## src/rtl/tribus_seq_if.sv

```systemverilog
// Bus bundle between the upstream producer/consumer and tribus_seq.
// Contents: the write byte stream, the read request/response, and the RAM
// array pins (address, data, write enables, bank select, read bus).
// The master side also hosts the array's read bus (qin), since the array
// sits on the same side of the sequencer as the requester.
interface tribus_seq_if;
    logic       wr_valid;
    logic [7:0] wr_data;
    logic       wr_ready;
    logic       clr;
    logic       rd_start;
    logic [8:0] rd_base;
    logic [9:0] rd_len;
    logic       rd_valid;
    logic [7:0] rd_data;
    logic       busy;
    logic       full;
    logic [6:0] a;
    logic [7:0] d;
    logic       wren1;
    logic       wren2;
    logic       wren3;
    logic       wren4;
    logic [1:0] ena;
    logic [7:0] qin;

    modport master (
        output wr_valid, wr_data, clr, rd_start, rd_base, rd_len, qin,
        input  wr_ready, rd_valid, rd_data, busy, full,
               a, d, wren1, wren2, wren3, wren4, ena
    );

    modport slave (
        input  wr_valid, wr_data, clr, rd_start, rd_base, rd_len, qin,
        output wr_ready, rd_valid, rd_data, busy, full,
               a, d, wren1, wren2, wren3, wren4, ena
    );
endinterface

```

## src/rtl/tribus_seq.sv

```systemverilog
// tribus_seq: upstream sequencer for a 4-bank x 128 x 8 tristate RAM array.
// The write side fills the banks linearly from a byte stream; the read side
// sweeps a block of linear addresses, steering the bank mux (ena) so that it
// lines up with the array's read latency, and returns bytes on rd_data.
// This block is the only driver of a, d, wren1..4 and ena.
module tribus_seq #(
    parameter int RD_LAT = 1          // array read latency in cycles, 1..3
) (
    input  logic        clk,
    input  logic        rst_n,
    tribus_seq_if.slave bus
);

    localparam logic [1:0] ST_IDLE  = 2'd0;
    localparam logic [1:0] ST_ISSUE = 2'd1;
    localparam logic [1:0] ST_DRAIN = 2'd2;

    logic [1:0]              state_reg;
    logic [1:0]              state_next;
    logic [9:0]              wptr_reg;
    logic [8:0]              raddr_reg;
    logic [9:0]              remaining_reg;
    logic [6:0]              a_reg;
    logic [7:0]              d_reg;
    logic [3:0]              wren_reg;
    logic [3:0]              wren_next;
    logic [1:0]              ena_reg;
    logic                    rd_valid_reg;
    logic [7:0]              rd_data_reg;
    // Stage k is set during the (k+1)-th cycle after an address was issued.
    logic [RD_LAT:0]         vld_pipe_reg;
    logic [RD_LAT-1:0][1:0]  bank_pipe_reg;

    logic       idle;
    logic       full;
    logic       wr_ready;
    logic       do_clr;
    logic       do_write;
    logic       start;
    logic       issue_now;
    logic       pipe_empty;
    logic [8:0] issue_addr;

    assign idle       = (state_reg == ST_IDLE);
    assign full       = (wptr_reg == 10'd512);
    // A read request in the same cycle takes priority over a write.
    assign wr_ready   = idle & ~full & ~bus.rd_start;
    // Rewind beats a same-cycle write; that byte is dropped.
    assign do_clr     = idle & bus.clr;
    assign do_write   = bus.wr_valid & wr_ready & ~do_clr;
    assign start      = idle & bus.rd_start & (bus.rd_len != 10'd0);
    // The first address goes out on the very edge that accepts the request,
    // which is what makes the first rd_valid land RD_LAT+2 cycles later.
    assign issue_now  = start | (state_reg == ST_ISSUE);
    assign issue_addr = start ? bus.rd_base : raddr_reg;
    assign pipe_empty = (vld_pipe_reg == '0);

    // One-hot bank write enable decoded from the write pointer's bank bits.
    generate
        for (genvar gi = 0; gi < 4; gi++) begin : g_wren
            assign wren_next[gi] = do_write & (wptr_reg[8:7] == 2'(gi));
        end
    endgenerate

    // Next-state decode for the read sequencer.
    always_comb begin
        state_next = state_reg;
        case (state_reg)
            ST_IDLE: begin
                if (start) begin
                    state_next = (bus.rd_len == 10'd1) ? ST_DRAIN : ST_ISSUE;
                end
            end
            ST_ISSUE: begin
                if (remaining_reg == 10'd1) begin
                    state_next = ST_DRAIN;
                end
            end
            ST_DRAIN: begin
                if (pipe_empty) begin
                    state_next = ST_IDLE;
                end
            end
            default: state_next = ST_IDLE;
        endcase
    end

    // Read sequencer state, next read address and count still to issue.
    always_ff @(posedge clk or negedge rst_n) begin
        if (!rst_n) begin
            state_reg     <= ST_IDLE;
            raddr_reg     <= '0;
            remaining_reg <= '0;
        end else begin
            state_reg <= state_next;
            if (start) begin
                raddr_reg     <= bus.rd_base + 9'd1;
                remaining_reg <= bus.rd_len - 10'd1;
            end else if (state_reg == ST_ISSUE) begin
                // 9-bit add wraps bank3/addr127 back to bank0/addr0.
                raddr_reg     <= raddr_reg + 9'd1;
                remaining_reg <= remaining_reg - 10'd1;
            end
        end
    end

    // Linear write pointer; saturates at 512 (full), never wraps.
    always_ff @(posedge clk or negedge rst_n) begin
        if (!rst_n) begin
            wptr_reg <= '0;
        end else if (do_clr) begin
            wptr_reg <= '0;
        end else if (do_write) begin
            wptr_reg <= wptr_reg + 10'd1;
        end
    end

    // Array address/data/write-enable registers shared by writes and reads.
    always_ff @(posedge clk or negedge rst_n) begin
        if (!rst_n) begin
            a_reg    <= '0;
            d_reg    <= '0;
            wren_reg <= '0;
        end else begin
            wren_reg <= wren_next;
            if (issue_now) begin
                a_reg <= issue_addr[6:0];
            end else if (do_write) begin
                a_reg <= wptr_reg[6:0];
                d_reg <= bus.wr_data;
            end
        end
    end

    // Tracks issued addresses (valid + bank) through the array latency.
    always_ff @(posedge clk or negedge rst_n) begin
        if (!rst_n) begin
            vld_pipe_reg  <= '0;
            bank_pipe_reg <= '0;
        end else begin
            vld_pipe_reg     <= {vld_pipe_reg[RD_LAT-1:0], issue_now};
            bank_pipe_reg[0] <= issue_addr[8:7];
            for (int i = 1; i < RD_LAT; i++) begin
                bank_pipe_reg[i] <= bank_pipe_reg[i-1];
            end
        end
    end

    // Bank mux select timed to the array output, then capture of qin.
    always_ff @(posedge clk or negedge rst_n) begin
        if (!rst_n) begin
            ena_reg      <= '0;
            rd_valid_reg <= 1'b0;
            rd_data_reg  <= '0;
        end else begin
            // ena keeps its last bank when nothing is in flight.
            if (vld_pipe_reg[RD_LAT-1]) begin
                ena_reg <= bank_pipe_reg[RD_LAT-1];
            end
            rd_valid_reg <= vld_pipe_reg[RD_LAT];
            if (vld_pipe_reg[RD_LAT]) begin
                rd_data_reg <= bus.qin;
            end
        end
    end

    assign bus.wr_ready = wr_ready;
    assign bus.full     = full;
    assign bus.busy     = ~idle;
    assign bus.a        = a_reg;
    assign bus.d        = d_reg;
    assign bus.wren1    = wren_reg[0];
    assign bus.wren2    = wren_reg[1];
    assign bus.wren3    = wren_reg[2];
    assign bus.wren4    = wren_reg[3];
    assign bus.ena      = ena_reg;
    assign bus.rd_valid = rd_valid_reg;
    assign bus.rd_data  = rd_data_reg;

endmodule

```

## src/flat_wrapper.sv

```systemverilog
// flat-port wrapper written by rule: the top's interface ports become plain ports
module tribus_seq_flat 
#(
    parameter int RD_LAT = 1                                               
)
  (clk, rst_n, bus_wr_valid, bus_wr_data, bus_clr, bus_rd_start, bus_rd_base, bus_rd_len, bus_qin, bus_wr_ready, bus_rd_valid, bus_rd_data, bus_busy, bus_full, bus_a, bus_d, bus_wren1, bus_wren2, bus_wren3, bus_wren4, bus_ena);
  tribus_seq_if bus_i ();
  input  logic clk;
  input  logic rst_n;
  input wire logic [$bits(bus_i.wr_valid)-1:0] bus_wr_valid;
  input wire logic [$bits(bus_i.wr_data)-1:0] bus_wr_data;
  input wire logic [$bits(bus_i.clr)-1:0] bus_clr;
  input wire logic [$bits(bus_i.rd_start)-1:0] bus_rd_start;
  input wire logic [$bits(bus_i.rd_base)-1:0] bus_rd_base;
  input wire logic [$bits(bus_i.rd_len)-1:0] bus_rd_len;
  input wire logic [$bits(bus_i.qin)-1:0] bus_qin;
  output wire logic [$bits(bus_i.wr_ready)-1:0] bus_wr_ready;
  output wire logic [$bits(bus_i.rd_valid)-1:0] bus_rd_valid;
  output wire logic [$bits(bus_i.rd_data)-1:0] bus_rd_data;
  output wire logic [$bits(bus_i.busy)-1:0] bus_busy;
  output wire logic [$bits(bus_i.full)-1:0] bus_full;
  output wire logic [$bits(bus_i.a)-1:0] bus_a;
  output wire logic [$bits(bus_i.d)-1:0] bus_d;
  output wire logic [$bits(bus_i.wren1)-1:0] bus_wren1;
  output wire logic [$bits(bus_i.wren2)-1:0] bus_wren2;
  output wire logic [$bits(bus_i.wren3)-1:0] bus_wren3;
  output wire logic [$bits(bus_i.wren4)-1:0] bus_wren4;
  output wire logic [$bits(bus_i.ena)-1:0] bus_ena;
  assign bus_i.wr_valid = bus_wr_valid;
  assign bus_i.wr_data = bus_wr_data;
  assign bus_i.clr = bus_clr;
  assign bus_i.rd_start = bus_rd_start;
  assign bus_i.rd_base = bus_rd_base;
  assign bus_i.rd_len = bus_rd_len;
  assign bus_i.qin = bus_qin;
  assign bus_wr_ready = bus_i.wr_ready;
  assign bus_rd_valid = bus_i.rd_valid;
  assign bus_rd_data = bus_i.rd_data;
  assign bus_busy = bus_i.busy;
  assign bus_full = bus_i.full;
  assign bus_a = bus_i.a;
  assign bus_d = bus_i.d;
  assign bus_wren1 = bus_i.wren1;
  assign bus_wren2 = bus_i.wren2;
  assign bus_wren3 = bus_i.wren3;
  assign bus_wren4 = bus_i.wren4;
  assign bus_ena = bus_i.ena;
  tribus_seq #(.RD_LAT(RD_LAT)) u_core (.clk(clk), .rst_n(rst_n), .bus(bus_i));
endmodule
```

## config.mk

```make
export PLATFORM = sky130hd
export DESIGN_NAME = tribus_seq_flat
export DESIGN_NICKNAME = d
export VERILOG_FILES = /design/src/rtl/tribus_seq_if.sv /design/src/rtl/tribus_seq.sv /design/src/flat_wrapper.sv
export SDC_FILE = /design/constraint.sdc
export NUM_CORES = 1
export LEC_CHECK = 0
export CAP_MARGIN = 20
export CORE_MARGIN = 8
export CORE_UTILIZATION = 35
export DETAILED_ROUTE_END_ITERATION = 10
export PLACE_DENSITY_LB_ADDON = 0.1
export SYNTH_ARGS = -nofsm -noshare
export SYNTH_HDL_FRONTEND = slang
export SYNTH_SLANG_ARGS = --single-unit
export TNS_END_PERCENT = 1
```

## constraint.sdc

```tcl
create_clock -name clk -period 3.63 [get_ports clk]
set_input_delay 0.726 -clock clk [delete_from_list [all_inputs] [get_ports clk]]
set_output_delay 0.726 -clock clk [all_outputs]
set_load 0.05 [all_outputs]
```

# --- Word level (Yosys, flattened, before mapping) ---
# Index checks and enable logic that the tools add are counted.
word_totals:
  regBits: 65
  latch_bits: 0
  ram_bits: 0
  romBits: 0
  elab_cells: 68
  memories: 0
op_classes:
  add_sub_neg: 5
  multipliers: 0
  n_div: 0
  magnitude_cmp: 0
  eq_ne: 11
  n_shift: 0
  n_mux: 14
  bitwise: 17
  reduce_logical: 9
ops:
  columns: ["operator", "count"]
  rows:
  - ["$mux W10", 4]
  - ["$mux W9", 3]
  - ["$eq A10 B1 Y1 const B", 2]
  - ["$sub A10 B1 Y10 const B", 2]
  - ["$add A9 B1 Y9 const B", 2]
  - ["$mux W7", 2]
  - ["$and A1 B1 Y1", 11]
  - ["$add A10 B1 Y10 const B", 1]
  - ["$eq A10 B10 Y1 const B", 1]
  - ["$reduce_bool A10 Y1", 1]
  - ["$mux W2", 4]
  - ["$eq A2 B2 Y1 const B", 3]
  - ["$logic_not A2 Y1", 3]
  - ["$pmux W2 S3", 1]
  - ["$reduce_bool A2 Y1", 3]
  - ["$not A1 Y1", 5]
  - ["$eq A2 B1 Y1 const B", 2]
  - ["$ne A2 B2 Y1 const B", 2]
  - ["$reduce_and A3 Y1", 1]
  - ["$ne A2 B1 Y1 const B", 1]
  - ["$reduce_and A2 Y1", 1]
  - ["$or A1 B1 Y1", 1]

# --- Logic depth before layout (Yosys ltp) ---
logic_depth:
  word_depth: 8
  ltp_mapped: 8
  mapped_depth_nobuf: 7

# --- Worst setup path after synthesis ---
# Ideal clock, no wire load.
synth_path:
  kind: "reg-to-output"
  startpoint: "register u_core.wptr_reg[0]"
  endpoint: "output bus_wr_ready"
  t_arrival_ns: 2.287
  required_ns: 2.904
  path_slack_ns: 0.617
  path_stages_with_launch: 7
  path_buffers: 0
  cell_sequence: "dfrtp_1 > inv_1 > ha_1 > nor4bb_1 > nand3_1 > inv_1 > nor3_1"
synth_between:
  elab_chain_cells: 4
synth_lines:
  columns: ["element", "line_no", "text"]
  rows:
  - ["from (decl)", "tribus_seq.sv:20", "logic [9:0] wptr_reg;"]
  - ["from (signal assigned)", "tribus_seq.sv:114", "wptr_reg <= wptr_reg + 10'd1;"]
  - ["$eq A10 B10 Y1", "tribus_seq.sv:45", "assign full = (wptr_reg == 10'd512);"]
  - ["via bus_full", "flat_wrapper.sv:21", "output wire logic [$bits(bus_i.full)-1:0] bus_full;"]
  - ["$not A1 Y1", "tribus_seq.sv:47", "assign wr_ready = idle & ~full & ~bus.rd_start;"]
  - ["$and A1 B1 Y1 (2 in a row)", "tribus_seq.sv:47", null]
  - ["to (decl)", "flat_wrapper.sv:17", "output wire logic [$bits(bus_i.wr_ready)-1:0] bus_wr_ready;"]
# The timed path passes the listed nets, and every way through them passes these cells.

# --- Worst setup path in the final report ---
layout_path:
  startpoint: "register u_core.wptr_reg[0]"
  endpoint: "output bus_full"
layout_between:
  elab_chain_cells: 1
layout_lines:
  columns: ["element", "line_no"]
  rows:
  - ["$eq A10 B10 Y1", "tribus_seq.sv:45"]
  - ["to (decl)", "flat_wrapper.sv:21"]
# No other way between the ends.

==> results_dict.tcl <==
set metrics [dict create \
    status "complete, no violations" \
    drc 0 \
    viasPerCell 4.93 \
    finalSetupTns_ns 0 \
    worstSetupPathType "reg -> out" \
    clock_path_buffers 2 \
    wl_per_cell_um 15.4 \
    dr.pass1.iters 6 \
    crit_fanout 5 \
    cap_violations 0 \
    fin_crit_ns 3.35 \
    synth-seq-area-share_pct 47.8 \
    cts_tree "yes" \
    drive_gt1_share_pct 14.2 \
    p_leak_nw 1.86 \
    n_antenna_cell 0 \
    synth_flop_cell "dfrtp_1" \
    arrival_ns 2.62 \
    cts.sinks 65 \
    worst_slew_pin_slew_ns 0.827 \
    start_util_pct 35.4 \
    pin_count 73 \
    ant_nets 0 \
    maxClockFrequency_mhz 299 \
    dp_hpwl_mm 6.00 \
    vias 2567 \
    insertion_delay_ns 0.34 \
    synthArstFlopShare_pct 100 \
    power.internal_w 0.00163 \
    synthTopCellsByCount "dfrtp_1, xor2_1, mux2_2" \
    synth_area_leaders "dfrtp_1, mux2_2, xor2_1" \
    seqPwrFrac_pct 42.5 \
    netSwitchingFraction_pct 36.0 \
    setup_viol 0 \
    cts_inserted_buffers 9 \
    end_kind "output pin" \
    cts.htree.levels 3 \
    postCtsSetupBuffers 0 \
    clkPwrFrac_pct 24.2 \
    p_sw_w 0.000913 \
    synth_seq_cells 65 \
    ff2ff_setup_slack_ns 1.49 \
    port_buffers 72 \
    slew_violations 0 \
    synth_cell_type_count 51 \
    yosysWarnings 0 \
    startpoint_type "register" \
    nNetsFinal 429 \
    relSlewSlack_pct 44.9 \
    gp_congestion 0.785 \
    post-synth-top-area-cell "dfrtp_1" \
    antenna_found_initial 0 \
    hold_viol_final 0 \
    combPwrFrac_pct 33.4 \
    stdcell_area_sq_um 4450 \
    syn_nets 354 \
    cts_root_buf "clkbuf_8" \
    synth_edf_count 0 \
    finClkSkew_ns 0.0113 \
    fp.dieW_um 115 \
    synthCells 308 \
    cts_resized 0 \
    yosysTopAreaCellShare_pct 47.8 \
    fp.dieH_um 115 \
    track_usage_pct 12.9 \
    rsz0062_at_grt "false" \
    fin_crit_sh_pct 92.2 \
    yosysMostFrequentCell "dfrtp_1" \
    die_area_sq_um 13100 \
    fin_ws_ns 0.284 \
    syn-mean-instance-area_sq_um 11.0 \
    r2r-end "u_core.bus.d[4]$_DFFE_PN0P_" \
    critPathLaunch "u_core.wptr_reg[0]$_DFFE_PN0P_" \
    r2r_start "u_core.state_reg[0]$_DFFE_PN0P_" \
    required_ns 2.90 \
    drtIter0Drc 122 \
    setup.worst_path.end "bus_full" \
    dpl_worst_slack_ns 0.596 \
    powerDensity_nw_per_um2 571 \
    grt_max_degree 66 \
    routed_wl_mm 8.05 \
    row_count 36 \
    fillers 926 \
    reg2reg_depth 4 \
    cts_hold_buf 0 \
    syn_to_final_growth_pct 30.8 \
    grt_pass1_vias 2585 \
    cts.reportedPaths.clkPinSlew_ns 0.07 \
    placed_area_sq_um 4250 \
    core_area_sq_um 9590 \
    netlist_area_sq_um 3400 \
    min_path_type "reg -> reg" \
    grt-ovfl-total 0 \
    ir_drop_mv 0.246 \
    grt_pass1_wl_mm 13.3 \
]
-- how the worst min path moves through the flow --
| stage | from | endpoint | slack [ns] | cells after the start |
|---|---|---|---|---|
| after floorplan | u_core.vld_pipe_reg[1]$_DFF_PN0_ | u_core.bus.rd_valid$_DFF_PN0_ | 0.35 | 0 |
| after global placement | u_core.bank_pipe_reg[0]$_DFF_PN0_ | u_core.bus.ena[0]$_DFFE_PN0P_ | 0.46 | 1 |
| after detailed placement | u_core.bank_pipe_reg[0]$_DFF_PN0_ | u_core.bus.ena[0]$_DFFE_PN0P_ | 0.46 | 1 |
| after CTS | u_core.bank_pipe_reg[1]$_DFF_PN0_ | u_core.bus.ena[1]$_DFFE_PN0P_ | 0.48 | 1 |
| after global routing | u_core.bank_pipe_reg[0]$_DFF_PN0_ | u_core.bus.ena[0]$_DFFE_PN0P_ | 0.48 | 1 |
| final | u_core.bank_pipe_reg[0]$_DFF_PN0_ | u_core.bus.ena[0]$_DFFE_PN0P_ | 0.48 | 1 |
-- kinds of logic (layout without fill, tap and decap cells) --
| kind of cell | Yosys count | count (layout) | synth area share, % |
|---|---|---|---|
| and+or+nand+nor | 105 | 105 | 18.9 |
| adders and majority gates | 6 | 6 | 2.21 |
| buffers and inverters | 22 | 102 | 2.87 |
| xor gates and xnor gates | 37 | 37 | 9.53 |
| DFF | 65 | 65 | 47.8 |
| muxes | 30 | 30 | 9.64 |
| AOI/OAI and AO/OA | 43 | 43 | 8.98 |
-- critical path, cell delays in order, from the launching register on --
cell	delay (ns)
dfrtp_1	0.44
inv_1	0.08
ha_1	0.13
nor4bb_1	0.36
nand3_1	0.22
inv_1	0.22
clkdlybuf4s50_1	0.84
-- layer usage --
metal	vias up	share of wire (%)	track usage [%]
li1	1254	-	-
met1	1223	51	17.8
met2	78	40	18.5
met3	12	6.6	3.43
met4	0	2.0	5.68
met5	-	0	0
-- final cells by class --
class	count	area [sq um]	share of cell area (%)
flip-flops and latches	65	1630	36.6
clock buffers	11	141	3.18
multi-input cells	221	1680	37.7
well taps	133	166	3.74
inverters	10	37.5	0.844
clock inverters	5	55.1	1.24
repair buffers	76	746	16.8
-- stage by stage --
step                      util [%]  hold WS (ns)  instances  total power, W
after CTS                     46.4         0.477        521         0.00257
after global routing          46.4         0.484        521         0.00270
after floorplan                  -         0.352        308         0.00165
final                         46.4         0.478        521         0.00254
after detailed placement      44.3         0.464        505         0.00194
after global placement        44.3         0.462        505         0.00193
-- layout by cell type (no fill, tap or decap), drive strengths merged, types with 8 or more instances in the layout --
cell            n
dfrtp          65
clkdlybuf4s50  71
xnor2          14
nor2           23
o21ai          11
xor2           23
nand2          18
clkbuf         11
a21oi          10
nand3          15
inv            10
mux2i           8
mux2           22
-- power groups by stage --
stage	registers [W]	logic [W]	clock network, W
detailed placement	0.00109	0.000852	0
global placement	0.00109	0.000840	0
finish	0.00108	0.000847	0.000614
floorplan	0.00125	0.000401	0
CTS	0.00108	0.000857	0.000636
global route	0.00111	0.000923	0.000669
(Power assumes the default switching activity.)
